## src/rtl/fwft_fifo_ctrl_if.sv

```systemverilog
// Producer/consumer handshake bundle for the FWFT FIFO controller.
// A word moves when valid and ready are both high at a rising clock edge.
interface fwft_fifo_ctrl_if #(
    parameter int DWIDTH = 8
);
    logic              enq_valid;
    logic [DWIDTH-1:0] enq_data;
    logic              enq_ready;
    logic              deq_valid;
    logic [DWIDTH-1:0] deq_data;
    logic              deq_ready;

    // master: the producer/consumer side of the FIFO
    modport master (
        output enq_valid, enq_data, deq_ready,
        input  enq_ready, deq_valid, deq_data
    );

    // slave: the FIFO controller itself
    modport slave (
        input  enq_valid, enq_data, deq_ready,
        output enq_ready, deq_valid, deq_data
    );
endinterface

```

## src/rtl/fwft_fifo_ctrl.sv

```systemverilog
// FWFT FIFO controller driving an external dual-port RAM with asynchronous read.
// Define FIFO_ALMOST_EN to add the almost_full / almost_empty flags.
module fwft_fifo_ctrl #(
    parameter int DWIDTH = 8,
    parameter int AWIDTH = 4
`ifdef FIFO_ALMOST_EN
    ,
    parameter int AF_THRESH = (1 << AWIDTH) - 2,
    parameter int AE_THRESH = 2
`endif
) (
    input  logic              clk,
    input  logic              rst,
    input  logic              flush,
    fwft_fifo_ctrl_if.slave   bus,
    output logic [AWIDTH:0]   count,
    output logic [AWIDTH-1:0] ram_addr0,
    output logic [DWIDTH-1:0] ram_d0,
    output logic              ram_we0,
    output logic [AWIDTH-1:0] ram_addr1,
    output logic              ram_we1,
    input  logic [DWIDTH-1:0] ram_q1
`ifdef FIFO_ALMOST_EN
    ,
    output logic              almost_full,
    output logic              almost_empty
`endif
);
    localparam int DEPTH = 1 << AWIDTH;
    localparam logic [AWIDTH:0]   FULL_CNT = (AWIDTH + 1)'(DEPTH);
    localparam logic [AWIDTH:0]   CNT_ONE  = (AWIDTH + 1)'(1);
    localparam logic [AWIDTH-1:0] PTR_ONE  = AWIDTH'(1);

    logic [AWIDTH-1:0] wr_ptr;
    logic [AWIDTH-1:0] rd_ptr;
    logic [AWIDTH:0]   cnt;
    logic              enq_fire;
    logic              deq_fire;

    // Full/empty come from the occupancy counter so a full FIFO is never mistaken for empty.
    assign bus.enq_ready = !rst && (cnt != FULL_CNT);
    assign bus.deq_valid = !rst && (cnt != '0);
    assign bus.deq_data  = ram_q1;

    assign enq_fire = bus.enq_valid && bus.enq_ready && !flush;
    assign deq_fire = bus.deq_valid && bus.deq_ready && !flush;

    assign ram_addr0 = wr_ptr;
    assign ram_d0    = bus.enq_data;
    assign ram_we0   = enq_fire;
    assign ram_addr1 = rd_ptr;
    assign ram_we1   = 1'b0;
    assign count     = cnt;

    always_ff @(posedge clk) begin
        if (rst || flush) begin
            wr_ptr <= '0;
            rd_ptr <= '0;
            cnt    <= '0;
        end else begin
            if (enq_fire) wr_ptr <= wr_ptr + PTR_ONE;
            if (deq_fire) rd_ptr <= rd_ptr + PTR_ONE;
            case ({enq_fire, deq_fire})
                2'b10:   cnt <= cnt + CNT_ONE;
                2'b01:   cnt <= cnt - CNT_ONE;
                default: cnt <= cnt;
            endcase
        end
    end

`ifdef FIFO_ALMOST_EN
    localparam logic [AWIDTH:0] AF_CNT = (AWIDTH + 1)'(AF_THRESH);
    localparam logic [AWIDTH:0] AE_CNT = (AWIDTH + 1)'(AE_THRESH);

    // Held at their cleared values while rst is high, before cnt has been zeroed.
    assign almost_full  = !rst && (cnt >= AF_CNT);
    assign almost_empty = rst || (cnt <= AE_CNT);
`endif
endmodule

```

## src/flat_wrapper.sv

```systemverilog
// flat-port wrapper written by rule: the top's interface ports become plain ports
module fwft_fifo_ctrl_flat 
#(
    parameter int DWIDTH = 8,
    parameter int AWIDTH = 4

)
  (clk, rst, flush, count, ram_addr0, ram_d0, ram_we0, ram_addr1, ram_we1, ram_q1, bus_enq_valid, bus_enq_data, bus_deq_ready, bus_enq_ready, bus_deq_valid, bus_deq_data);
  fwft_fifo_ctrl_if #(.DWIDTH(DWIDTH)) bus_i ();
  input  logic clk;
  input  logic rst;
  input  logic flush;
  output logic [AWIDTH:0] count;
  output logic [AWIDTH-1:0] ram_addr0;
  output logic [DWIDTH-1:0] ram_d0;
  output logic ram_we0;
  output logic [AWIDTH-1:0] ram_addr1;
  output logic ram_we1;
  input  logic [DWIDTH-1:0] ram_q1;
  input wire logic [$bits(bus_i.enq_valid)-1:0] bus_enq_valid;
  input wire logic [$bits(bus_i.enq_data)-1:0] bus_enq_data;
  input wire logic [$bits(bus_i.deq_ready)-1:0] bus_deq_ready;
  output wire logic [$bits(bus_i.enq_ready)-1:0] bus_enq_ready;
  output wire logic [$bits(bus_i.deq_valid)-1:0] bus_deq_valid;
  output wire logic [$bits(bus_i.deq_data)-1:0] bus_deq_data;
  assign bus_i.enq_valid = bus_enq_valid;
  assign bus_i.enq_data = bus_enq_data;
  assign bus_i.deq_ready = bus_deq_ready;
  assign bus_enq_ready = bus_i.enq_ready;
  assign bus_deq_valid = bus_i.deq_valid;
  assign bus_deq_data = bus_i.deq_data;
  fwft_fifo_ctrl #(.DWIDTH(DWIDTH), .AWIDTH(AWIDTH)) u_core (.clk(clk), .rst(rst), .flush(flush), .bus(bus_i), .count(count), .ram_addr0(ram_addr0), .ram_d0(ram_d0), .ram_we0(ram_we0), .ram_addr1(ram_addr1), .ram_we1(ram_we1), .ram_q1(ram_q1));
endmodule
```

## config.mk

```make
export PLATFORM = sky130hd
export DESIGN_NAME = fwft_fifo_ctrl_flat
export DESIGN_NICKNAME = d
export VERILOG_FILES = /design/src/rtl/fwft_fifo_ctrl_if.sv /design/src/rtl/fwft_fifo_ctrl.sv /design/src/flat_wrapper.sv
export SDC_FILE = /design/constraint.sdc
export NUM_CORES = 1
export LEC_CHECK = 0
export ABC_AREA = 1
export CORE_ASPECT_RATIO = 1.2
export CORE_MARGIN = 2
export CORE_UTILIZATION = 35
export DETAILED_ROUTE_END_ITERATION = 10
export PLACE_DENSITY = 0.81
export SLEW_MARGIN = 20
export SYNTH_ARGS = -nofsm -noshare
export SYNTH_HDL_FRONTEND = slang
export SYNTH_SLANG_ARGS = --single-unit
```

## constraint.sdc

```tcl
create_clock -name clk -period 4.3 [get_ports clk]
set_clock_uncertainty 0.15 [all_clocks]
set_input_delay 0.645 -clock clk [delete_from_list [all_inputs] [get_ports clk]]
set_output_delay 0.645 -clock clk [all_outputs]
set_load 0.02 [all_outputs]
```

==> impl_results.md <==
* Final Hold Vio Count at 0
* Total Neg Setup Slack at 0 ns
* Port bufs at 20
* Hold path depth at 2
* Post-DP Area at 1080 um2
* Root Buffer: clkbuf_4
* Total setup buffers inserted after CTS at 0
* Worst R2R Start: u_core.count[1]
* Mapped Area at 968 um2
* Num rows at 20
* Synthesized flop and latch total at 13
* Leak at 0.000498 uW
* Floorplan Core Area at 2580 um2
* Share of cells above drive strength 1 at 9.72%
* Synth cell types at 27
* Final worst path period share at 72.3%
* # H-tree levels at 1
* Drt via density at 4.50
* Synthesized area per cell at 7.07 um2
* Synthesis-to-finish area growth at 14.5%
* Post-Syn Nets at 165
* Fmax at 0.322 GHz
* First-pass iteration count of the detailed router at 4
* Finished Core Util at 43.0%
* DP HPWL at 1390 um
* Die height at 61.6 um
* Final ANT Viol Nets at 0
* Routed len/inst at 9.91 um
* Worst Min Path Start: u_core.ram_addr0[1]
* Cts hold-fix bufs at 0
* Vias in the first global route at 764
* Register area share after synthesis at 26.9%
* Largest net degree at the start of global routing at 11
* Post-synth top area share at 26.9%
* Cell taking the most area after synthesis: dfxtp_1
* WL final at 1750 um
* Top cells by area, synth: dfxtp_1 27%, buf_4 13%, inv_1 8.9%, nand2_1 8.9%, ha_1 7.8%
* Initial antenna violation count at 0
* RSZ-0062 raised after global routing: false
* GP Congestion at 0.746
* Startpoint types: input pin
* Reg2reg path depth at 14
* Clock sinks at 13
* Initial Utilization at 37.6%
* RR Endpoint: u_core.count[4]
* First-pass GRT wire length at 3070 um
* CP startpoint: flush
* Die W at 52.0 um
* CTS tree: built
* Syn Inst Count at 137
* Ports at 54
* CTS resizes at 0
* Reg-to-reg slack, setup at 1.79 ns
* Die Area at 3210 um2
* Via count at 796
* Post-layout nets at 173
* Min cycle time layout at 3.11 ns
* Hold Path Sink: u_core.ram_addr0[1]
* Worst-skew pair later-pin latency at 0.28 ns
* Post-route DRC violation count at 0
* GRT Overall Usage at 12.8%
* Design area at 1110 um2
* Fin. max-slew vios at 0
* Final setup viols at 0
* Most frequent cells in the layout: 23 x inv_1, 23 x nand2_1, 20 x clkdlybuf4s50_1
* Tightest Hold Check Type: flop to flop
* Worst EP required at 3.50 ns
* Max Cap Viol at 0
* Total CTS buffers at 3
* CP Capture Type: output pin
* Clock-pin slew on the worst setup and hold paths at 0.07 ns
* Grt ovf at 0
* Yosys warns at 0
* Crit Path Category: input pin to output pin
* Critical path peak fanout at 10
* Hold_ws at 0.370 ns
* Arrival time worst endpoint at 2.31 ns
* Worst-case clock buffer depth at 2
* Pwr Density at 216 nW/um2
* Initial DRC Count at 5
* Max IR drop VDD at 0.200 mV
* Status: finished, final reports clean
* # diodes at 0
==> metrics by stage <==
stage          setup slack, ns  cells  total power [uW]
3_3_place_gp              1.23    173               167
5_1_grt                   1.09    177               256
6_report                  1.19    177               239
4_1_cts                   1.19    177               242
2_1_floorplan             1.94    137               174
3_5_place_dp              1.16    173               168
==> state kept, by name, summed over array words and instances (netlist names) <==
register and count:
u_core.ram_addr0 4, u_core.ram_addr1 4, u_core.count 5
==> cells in the mapped netlist (all sizes together) <==
library cell,instances
a21oi,9
ha,6
xor2,1
fa,1
buf,17
clkinv,1
o21bai,2
or2,1
nand4,2
nor2,15
nor3,1
inv,25
o21ai,7
xnor2,2
nand3,6
nand2,26
conb,1
nand3b,1
dfxtp,13
==> worst max-delay path: stages <==
cell and delay (ns):
clkdlybuf4s50_1 0.52, nor2_4 0.20, inv_4 0.09, nor2_4 0.11, nand2_4 0.10, clkinv_4 0.06
clkdlybuf4s50_1 0.59
==> where the power goes <==
group          internal [uW]  switching, uW  total, uW
clock network           36.0           38.3       74.2
registers                122           2.48        125
logic                   16.7           23.3       40.1
==> layer usage <==
layer	global-route usage [%]	vias up	wire (um)	part of all wire (%)
met5	0	-	0	0
met4	3.01	0	11	0.63
met3	5.34	2	118	6.7
met2	23.1	17	872	50
met1	14.0	359	751	43
li1	-	418	-	-
==> layout make-up <==
cell class                 instances  area (um2)
tap                               33        41.3
fill                             285        1470
inverter                          26         105
clock buffer                       4        26.3
sequential                        13         260
multi-input combinational         81         475
timing repair buffer              20         200
==> how the worst max path moves through the flow <==
stage          depth (start not counted)              end  slack (ns)
3_5_place_dp                          16  u_core.count[4]        1.16
3_3_place_gp                           7          ram_we0        1.23
2_1_floorplan                         12  u_core.count[3]        1.94
5_1_grt                                7          ram_we0        1.09
4_1_cts                                7          ram_we0        1.19
6_report                               7          ram_we0        1.19
==> logic make-up after synthesis <==
family          count (synthesis)  synth area share, %
other cells                     1                0.387
flops                          13                 26.9
buf+inv                        43                 24.0
xor+xnor                        3                 2.71
simple gates                   52                 25.6
compound gates                 18                 10.6
fa+ha+maj                       7                 9.82
Note: power is estimated with default switching activity, not from simulation.
